**src/rtl/fir_pkg.sv**
```systemverilog
// Shared types, sizing and default taps for the FIR coefficient controller.
// DEFAULT_COEF is the symmetric 17-tap low-pass set loaded on reset.
package fir_pkg;

   localparam int WIDTH     = 16;
   localparam int ORDER     = 16;
   localparam int NTAPS     = ORDER + 1;
   localparam int ADDR_W    = 5;
   localparam int FLUSH_CYC = 20;
   localparam int ARM_TMO   = 255;
   localparam int CNT_W     = 8;

   typedef logic signed [WIDTH-1:0] coef_t;
   typedef logic [ADDR_W-1:0]       addr_t;
   typedef logic [CNT_W-1:0]        cnt_t;

   localparam cnt_t FLUSH_LAST = cnt_t'(FLUSH_CYC - 1);
   localparam cnt_t ARM_LAST   = cnt_t'(ARM_TMO);

   localparam coef_t DEFAULT_COEF [NTAPS] = '{
      16'sd212,    16'sd747,    16'sd708,    -16'sd1359,
      -16'sd4406,  -16'sd3348,  16'sd5875,   16'sd19049,
      16'sd25409,
      16'sd19049,  16'sd5875,   -16'sd3348,  -16'sd4406,
      -16'sd1359,  16'sd708,    16'sd747,    16'sd212
   };

   typedef enum logic [1:0] {IDLE, ARMED, SWAP, FLUSH} ctrl_state_t;

   function automatic logic addr_valid(input addr_t a);
      return a <= addr_t'(ORDER);
   endfunction

endpackage

```
**src/rtl/fir_coef_ctrl_if.sv**
```systemverilog
// Host configuration bus for the coefficient controller.
// The host side is master; the controller is slave.
interface fir_coef_ctrl_if;
   import fir_pkg::*;

   logic  cfg_wr_en;
   addr_t cfg_wr_addr;
   coef_t cfg_wr_data;
   logic  cfg_wr_ready;
   logic  cfg_commit;
   logic  cfg_busy;
   logic  err_addr;

   modport master (
      output cfg_wr_en, cfg_wr_addr, cfg_wr_data, cfg_commit,
      input  cfg_wr_ready, cfg_busy, err_addr
   );

   modport slave (
      input  cfg_wr_en, cfg_wr_addr, cfg_wr_data, cfg_commit,
      output cfg_wr_ready, cfg_busy, err_addr
   );

endinterface

```
**src/rtl/fir_coef_bank.sv**
```systemverilog
// Shadow/active tap register pair; shadow is host-written, active feeds the FIR.
// A copy strobe moves every shadow tap into active in a single edge.
module fir_coef_bank
   import fir_pkg::*;
(
   input  logic                   clk,
   input  logic                   rst,
   input  logic                   wr_en,
   input  addr_t                  wr_addr,
   input  coef_t                  wr_data,
   input  logic                   copy,
   output logic [NTAPS*WIDTH-1:0] coef_flat
);

   coef_t shadow [NTAPS];
   coef_t active [NTAPS];

   // Writes and copies are mutually exclusive in time, so no forwarding is needed
   always_ff @(posedge clk or posedge rst) begin
      if (rst) begin
         for (int k = 0; k < NTAPS; k++) begin
            shadow[k] <= DEFAULT_COEF[k];
            active[k] <= DEFAULT_COEF[k];
         end
      end else begin
         for (int k = 0; k < NTAPS; k++) begin
            if (wr_en && wr_addr == addr_t'(k)) shadow[k] <= wr_data;
            if (copy) active[k] <= shadow[k];
         end
      end
   end

   for (genvar k = 0; k < NTAPS; k++) begin : g_flat
      assign coef_flat[k*WIDTH +: WIDTH] = active[k];
   end

endmodule

```
**src/rtl/fir_coef_ctrl.sv**
```systemverilog
// Run-time coefficient manager: stages host taps, swaps at a sample gap,
// then masks FIR output validity until the pipeline holds only new-tap results.
module fir_coef_ctrl
   import fir_pkg::*;
(
   input  logic                   clk,
   input  logic                   rst,
   fir_coef_ctrl_if.slave         cfg,
   input  logic                   smp_valid,
   output logic [NTAPS*WIDTH-1:0] coef_flat,
   output logic                   out_valid,
   output logic                   swap_done
);

   ctrl_state_t state, state_nxt;
   cnt_t        cnt, cnt_nxt;
   logic        err_q;
   logic        wr_ready;
   logic        busy;
   logic        copy;
   logic        wr_ok;
   logic        bad_wr;

   assign wr_ok  = wr_ready & cfg.cfg_wr_en &  addr_valid(cfg.cfg_wr_addr);
   assign bad_wr = wr_ready & cfg.cfg_wr_en & ~addr_valid(cfg.cfg_wr_addr);

   // Reset lands in FLUSH so the FIR's stale pipeline is masked after power-up too
   always_ff @(posedge clk or posedge rst) begin
      if (rst) begin
         state <= FLUSH;
         cnt   <= '0;
         err_q <= 1'b0;
      end else begin
         state <= state_nxt;
         cnt   <= cnt_nxt;
         err_q <= bad_wr;
      end
   end

   // One counter serves as ARMED timeout and FLUSH length since they never overlap
   always_comb begin
      state_nxt = state;
      cnt_nxt   = cnt;
      wr_ready  = 1'b0;
      busy      = 1'b1;
      out_valid = 1'b0;
      swap_done = 1'b0;
      copy      = 1'b0;
      case (state)
         IDLE: begin
            wr_ready  = 1'b1;
            busy      = 1'b0;
            out_valid = 1'b1;
            if (cfg.cfg_commit) begin
               state_nxt = ARMED;
               cnt_nxt   = '0;
            end
         end
         ARMED: begin
            out_valid = 1'b1;
            if (!smp_valid || cnt == ARM_LAST) begin
               state_nxt = SWAP;
            end else begin
               cnt_nxt = cnt + 1'b1;
            end
         end
         SWAP: begin
            swap_done = 1'b1;
            copy      = 1'b1;
            state_nxt = FLUSH;
            cnt_nxt   = '0;
         end
         FLUSH: begin
            if (cnt == FLUSH_LAST) begin
               state_nxt = IDLE;
            end else begin
               cnt_nxt = cnt + 1'b1;
            end
         end
         default: state_nxt = FLUSH;
      endcase
   end

   assign cfg.cfg_wr_ready = wr_ready;
   assign cfg.cfg_busy     = busy;
   assign cfg.err_addr     = err_q;

   fir_coef_bank u_bank (
      .clk       (clk),
      .rst       (rst),
      .wr_en     (wr_ok),
      .wr_addr   (cfg.cfg_wr_addr),
      .wr_data   (cfg.cfg_wr_data),
      .copy      (copy),
      .coef_flat (coef_flat)
   );

endmodule
```
**src/flat_wrapper.sv**
```systemverilog
// flat-port wrapper written by rule: the top's interface ports become plain ports
module fir_coef_ctrl_flat import fir_pkg::*;
  (clk, rst, smp_valid, coef_flat, out_valid, swap_done, cfg_cfg_wr_en, cfg_cfg_wr_addr, cfg_cfg_wr_data, cfg_cfg_commit, cfg_cfg_wr_ready, cfg_cfg_busy, cfg_err_addr);
  fir_coef_ctrl_if cfg_i ();
  input  logic clk;
  input  logic rst;
  input  logic smp_valid;
  output logic [NTAPS*WIDTH-1:0] coef_flat;
  output logic out_valid;
  output logic swap_done;
  input wire logic [$bits(cfg_i.cfg_wr_en)-1:0] cfg_cfg_wr_en;
  input wire logic [$bits(cfg_i.cfg_wr_addr)-1:0] cfg_cfg_wr_addr;
  input wire logic [$bits(cfg_i.cfg_wr_data)-1:0] cfg_cfg_wr_data;
  input wire logic [$bits(cfg_i.cfg_commit)-1:0] cfg_cfg_commit;
  output wire logic [$bits(cfg_i.cfg_wr_ready)-1:0] cfg_cfg_wr_ready;
  output wire logic [$bits(cfg_i.cfg_busy)-1:0] cfg_cfg_busy;
  output wire logic [$bits(cfg_i.err_addr)-1:0] cfg_err_addr;
  assign cfg_i.cfg_wr_en = cfg_cfg_wr_en;
  assign cfg_i.cfg_wr_addr = cfg_cfg_wr_addr;
  assign cfg_i.cfg_wr_data = cfg_cfg_wr_data;
  assign cfg_i.cfg_commit = cfg_cfg_commit;
  assign cfg_cfg_wr_ready = cfg_i.cfg_wr_ready;
  assign cfg_cfg_busy = cfg_i.cfg_busy;
  assign cfg_err_addr = cfg_i.err_addr;
  fir_coef_ctrl u_core (.clk(clk), .rst(rst), .cfg(cfg_i), .smp_valid(smp_valid), .coef_flat(coef_flat), .out_valid(out_valid), .swap_done(swap_done));
endmodule
```
**config.mk**
```make
export PLATFORM = sky130hd
export DESIGN_NAME = fir_coef_ctrl_flat
export DESIGN_NICKNAME = d
export VERILOG_FILES = /design/src/rtl/fir_pkg.sv /design/src/rtl/fir_coef_ctrl_if.sv /design/src/rtl/fir_coef_bank.sv /design/src/rtl/fir_coef_ctrl.sv /design/src/flat_wrapper.sv
export SDC_FILE = /design/constraint.sdc
export NUM_CORES = 1
export LEC_CHECK = 0
export ABC_AREA = 0
export ABC_CLOCK_PERIOD_IN_PS = 22600
export CORE_MARGIN = 3
export CORE_UTILIZATION = 54
export DETAILED_ROUTE_END_ITERATION = 10
export PLACE_DENSITY_LB_ADDON = 0.2
export SLEW_MARGIN = 40
export SYNTH_ARGS = -nofsm -noshare
export SYNTH_HDL_FRONTEND = slang
export SYNTH_SLANG_ARGS = --single-unit
```
**constraint.sdc**
```tcl
create_clock -name clk -period 22.6 [get_ports clk]
set_input_delay 3.39 -clock clk [delete_from_list [all_inputs] [get_ports clk]]
set_output_delay 3.39 -clock clk [all_outputs]
set_load 0.005 [all_outputs]
```
## Word-level counts from Yosys, hierarchy flattened

Index checks and enable logic that the tools add are counted.

- Magnitude comparators: 1
- Add/subtract/negate cells: 1
- Bitwise logic cells: 4
- Eq/ne operators: 26
- Reduce and logical (&&, ||, !) cells: 24
- Multiplexer cells: 12

Operator list:

| kind | number |
|---|---|
| 5-bit by 4-bit == test with 1-bit output (second input constant) | 8 |
| 8-bit case mux with 4 select lines | 1 |
| 8-bit two-way mux | 3 |
| 5-bit by 3-bit == test with 1-bit output (second input constant) | 4 |
| 1-bit logical AND | 17 |
| 5-bit by 2-bit == test with 1-bit output (second input constant) | 2 |
| 8-bit by 1-bit adder with 8-bit output (second input constant) | 1 |
| 8-bit by 5-bit == test with 1-bit output (second input constant) | 1 |
| 8-bit == test (second input constant) | 1 |
| 2-bit case mux with 4 select lines | 1 |
| 2-bit two-way mux | 3 |
| 2-bit != test (second input constant) | 3 |
| 3-bit AND reduction | 2 |
| 5-bit by 1-bit == test with 1-bit output (second input constant) | 1 |
| 5-bit == test (second input constant) | 1 |
| 5-bit <= comparator (second input constant) | 1 |
| 5-bit logical NOT | 1 |
| 2-bit == test (second input constant) | 2 |
| 1-bit two-way mux | 4 |
| 2-bit by 1-bit != test with 1-bit output (second input constant) | 2 |
| 1-bit bitwise AND | 3 |
| 2-bit by 1-bit == test with 1-bit output (second input constant) | 1 |
| 2-bit logical NOT | 1 |
| 2-bit OR reduction | 1 |
| 3 further kinds | 3 |

- Register bits: 555
- Word-level logic and storage cells: 105

## Longest topological paths before layout

- Depth after elaboration: 5
- Gate-level depth with buffers: 8
- Gate-level depth less buffers: 6

## Cells and area by module

A second synthesis with hierarchy kept.

- Cell total of the unflattened synthesis: 1,264
- Area, all modules: 21,374.2 µm²

Modules (own cells, without submodules):

| module | area each (µm²) | cells each | sequential area each (µm²) | times used |
|---|---|---|---|---|
| fir_coef_bank | 20,609.8 | 1,184 | 13,933.4 | 1 |
| fir_coef_ctrl | 764.5 | 80 | 277.8 | 1 |

## Least setup slack after synthesis

No wires, ideal clock.

- Path type: input-to-reg
- Start point: input port cfg_cfg_wr_addr[0]
- End point: register u_core.u_bank.shadow[32] (netlist bit)
- Stages: 5
- Library setup time: 125 ps
- Path slack: 17,799 ps
- Arrival time: 4,677 ps
- Buffers on the path: 2
- Data required time: 22,475 ps
- Cell sequence: or3b_1 buf_2 nor2_2 buf_6 mux2_2

- Cells in the longest elaborated chain, start to end: 3
- Elaborated cells on any way between the ends: 4
- Those cells by class: order compare (1); eq/ne (1); bitwise (1); reduce/logical (1)

RTL lines:

| item | line | text |
|---|---|---|
| start: declaration | flat_wrapper.sv:12 | `input wire logic [$bits(cfg_i.cfg_wr_addr)-1:0] cfg_cfg_wr_addr;` |
| 5-bit <= comparator | fir_pkg.sv:31 | `return a <= addr_t'(ORDER);` |
| 1-bit bitwise AND | fir_coef_ctrl.sv:24 | `assign wr_ok = wr_ready & cfg.cfg_wr_en & addr_valid(cfg.cfg_wr_addr);` |
| 1-bit logical AND (*) | fir_coef_bank.sv:27 | `if (wr_en && wr_addr == addr_t'(k)) shadow[k] <= wr_data;` |
| end signal: indexed assignment | fir_coef_bank.sv:22 | `shadow[k] <= DEFAULT_COEF[k];` |
| end signal: indexed assignment | fir_coef_bank.sv:27 |  |
| end: declaration | fir_coef_bank.sv:15 | `coef_t shadow [NTAPS];` |

Every way passes the cells marked *; elsewhere a longest branch is shown, timed or not.
A chain may end at the register's enable or synchronous reset.

## Worst setup path after layout

- Start point: register u_core.state[0]
- End point: output port out_valid

- Cells in the longest elaborated chain, start to end: 3
- Elaborated cells on any way between the ends: 4
- Those cells by class: eq/ne (1); mux (1); reduce/logical (2)

RTL lines:

| item | line | text |
|---|---|---|
| start: declaration | fir_coef_ctrl.sv:15 | `ctrl_state_t state, state_nxt;` |
| start signal: assignment | fir_coef_ctrl.sv:34 | `state <= state_nxt;` |
| 2-bit by 1-bit == test with 1-bit output or 2-bit logical NOT (tied branches) | fir_coef_ctrl.sv:49 | `case (state)` |
| 2-bit OR reduction (no line) (*) | n/a |  |
| 1-bit two-way mux (*) | fir_coef_ctrl.sv:49 |  |
| end: declaration | flat_wrapper.sv:9 | `output logic out_valid;` |

Marks and branches as above.

==> results by group <==
Run status
  • Result of the run: complete, no violations

Finish
  • Layout Cells excl Fill: 2125
  • Number of nets in the layout: 1595
  • Fill cell instance count of the final layout: 2645
  • Layout cells sized above 1: 0.588
  • Growth of design area from synthesis to finish: 25.3%
  • Most common cell after layout, fill and taps aside: mux2_2
  • Commonest cells after routing, fill and taps aside: mux2_2 (545), dfrtp_1 (297), clkdlybuf4s50_1 (290), dfstp_2 (258), clkbuf_16 (55)

Die
  • Core region area: 38800 um2
  • Total I/O pin count: 303
  • # rows: 72
  • Die Span X: 205 um
  • Initial core utilization: 0.550
  • Vertical die dimension: 205 um
  • Die Footprint: 42000 um2

Critical path
  • Nature of the critical path endpoint: primary output
  • Crit Path Max Fanout: 5
  • Source of the critical timing path: u_core.state[0]
  • Chain of cells forming the critical path: inv_1 -> ha_1 -> or2_2 -> clkdlybuf4s50_1
  • Type of the worst setup path: reg2out
  • Start of the worst register-to-register path: u_core.state[0]
  • Largest stage delay on the critical path: 540 ps
  • Critical path startpoint category: flip-flop
  • Reg-to-reg setup timing slack: 19640 ps
  • Critical Path RT: 19210 ps
  • Critical path data arrival time: 2420 ps
  • Cell with the biggest individual delay on the critical path: dfstp_2

Routing
  • Per-cell routed wire length: 22.9 um
  • Number of vias per cell after detailed routing: 5.44
  • First-pass detailed-route iteration total: 4
  • DRC violation total after the first TritonRoute iteration: 488
  • DRC violation count after routing: 0
  • Total Wirelength: 48600 um
  • Count of vias placed by the detailed router: 11600
  • Detail Route Antenna Nets: 0

Clock tree
  • Post-CTS Hold Buffers: 0
  • Deepest clock path buffer count: 3
  • TritonCTS clock tree: yes
  • Number of buffers inserted during clock tree synthesis: 55
  • CTS root buffer: clkbuf_16
  • Resize count post-CTS: 0
  • Count of clock tree sinks: 555
  • Insertion delay to the later sink of the worst-skew pair: 590 ps
  • H-tree levels: 2
  • Reg clk slew, reported paths: 60 ps
  • Post-CTS repair timing setup buffer count: 0

Logic synthesis
  • Synthesis-stage register bit count: 555
  • Flip-flop cell with the highest count after synthesis: dfrtp_1
  • Mapped Nets: 1291
  • Portion of the post-synthesis area used by sequential elements: 0.666
  • Number of instances in the synthesized netlist: 1259
  • Synth Area per Inst: 17.0 um2
  • Post-Synthesis Cell Area: 21400 um2
  • Number of unique standard cell types used by synthesis: 47
  • Post-synth EDFFs: 0
  • Yosys warnings: 0
  • Share of synthesized registers carrying an async set or reset: 1.00

Global routing
  • Overflow after GRT: 0
  • Via count of the first global-routing pass: 12200
  • Overall Global Routing Usage: 0.232
  • Number of antenna violations at the first check in global routing: 5
  • Wire length of the first global-routing pass: 74000 um
  • Largest net degree at the start of global routing: 170

Min path
  • Launch instance of the worst min-delay path: u_core.u_bank.shadow[26]
  • Path class of the lowest-slack min-delay path: reg2reg

Timing
  • Maximum achievable frequency: 172 MHz
  • Setup TNS: 0 ps
  • Final Max Tran Viols: 0
  • Total setup violations reported at the end of the flow: 0
  • Worst relative slew slack: 0.446
  • Min cycle time layout: 5810 ps
  • Final hold violations: 0
  • Worst Clk Skew: 8.32 ps
  • Final cycle utilization of the critical path: 0.257
  • Transition time of the tightest slew-check pin: 829 ps
  • Setup repair after global routing missed its margin: false

Pwr
  • Switching Power: 776 uW
  • Switching share of power: 0.258
  • Static Leak: 0.0119 uW
  • Worst supply voltage drop on vdd: 0.0000655 V
  • Combinational share of power: 0.233
  • Power density over the cells: 113 nW/um2
  • Clock power frac: 0.307
  • Internal power consumption: 2240 uW
  • Seq pwr share: 0.460

Flow run
  • Max-Cap Viols: 0

Placement
  • Placed Cells: 2023
  • IO buf count: 302
  • Routability congestion estimate: 0.778
  • HPWL reported at the end of detailed placement: 30900 um
-- layout make-up --
cell class	instances	area, um2	share of cell area
multi-input combinational	631	6840	0.256
clock inverter	17	253	0.00945
tap	518	648	0.0242
sequential	555	14200	0.531
timing repair buffer	315	3170	0.119
clock buffer	83	1590	0.0595
inverter	5	31.3	0.00117
antenna	1	2.50	0.0000936
-- worst max-delay path: cells and delay by family (launching register included) --
family | cells | cell delay [ps]
adder cells (fa/ha/maj) | 1 | 380
flip-flops | 1 | 540
AND/OR/NAND/NOR | 1 | 330
buffers and inverters | 2 | 560
-- metrics by stage --
step                hold WS [ps]  power, uW  setup WS [ps]  cell area, um2   util
floorplan                    474       1790           4120           21400      -
global placement             482       2070          16890           24800  0.639
detailed placement           486       2110          16940           24900  0.640
CTS                          498       3040          16720           26700  0.688
global route                 508       3150          16680           26700  0.689
finish                       499       3010          16790           26700  0.689
-- per-layer routing --
layer  GRT usage  share of wire
met1       0.326           0.44
met2       0.372           0.48
met3      0.0504          0.060
met4      0.0605          0.019
met5           0              0
-- registers in the layout, indices dropped and copies added, names as in the netlist --
| name | flops |
|---|---|
| u_core.u_bank.coef_flat | 272 |
| u_core.u_bank.shadow | 272 |
| u_core.cnt | 8 |
| u_core.state | 2 |
| u_core.cfg.err_addr | 1 |
-- power by group through the flow --
stage / clock, uW / combinational, uW / sequential, uW
3_5_place_dp: 0 / 709 / 1400
6_report: 925 / 703 / 1380
5_1_grt: 985 / 758 / 1410
2_1_floorplan: 0 / 433 / 1360
4_1_cts: 944 / 713 / 1380
3_3_place_gp: 0 / 681 / 1390
-- cell families after synthesis --
logic type | share of synthesized area
flip-flops | 0.666
multiplexers | 0.289
buffers and inverters | 0.0159
AND/OR/NAND/NOR | 0.0198
AO/OA/AOI/OAI | 0.00580
adder cells (fa/ha/maj) | 0.00352
-- Yosys cell counts (2+ instances only) --
library cell	n	area [um2]
nor2_2	5	31.3
buf_2	11	55.1
or2_2	2	12.5
inv_1	5	18.8
nand2_1	8	30.0
nor2_1	6	22.5
nand2_2	4	25.0
nor2_4	4	45.0
ha_1	6	75.1
buf_4	8	60.1
o41ai_1	2	17.5
nand3_2	3	30.0
a211o_2	3	30.0
mux2_4	2	30.0
and3_1	4	25.0
and2_1	3	18.8
mux2_2	545	6140
clkbuf_1	46	173
nand3_1	5	25.0
nor2b_1	2	12.5
nor4_1	4	25.0
dfstp_2	258	6780
dfrtp_1	297	7430
buf_6	3	33.8
-- worst paths after layout --
kind                                                     end  cells past startpoint
worst max-delay path                               out_valid                      4
worst min-delay path            u_core.u_bank.coef_flat[250]                      1
worst max register to register    u_core.u_bank.coef_flat[9]                      5
worst min register to register  u_core.u_bank.coef_flat[250]                      1
max in group asynchronous           u_core.u_bank.shadow[79]                      4
min in group asynchronous           u_core.u_bank.shadow[68]                      2
Power figures use the tool's default switching activity.
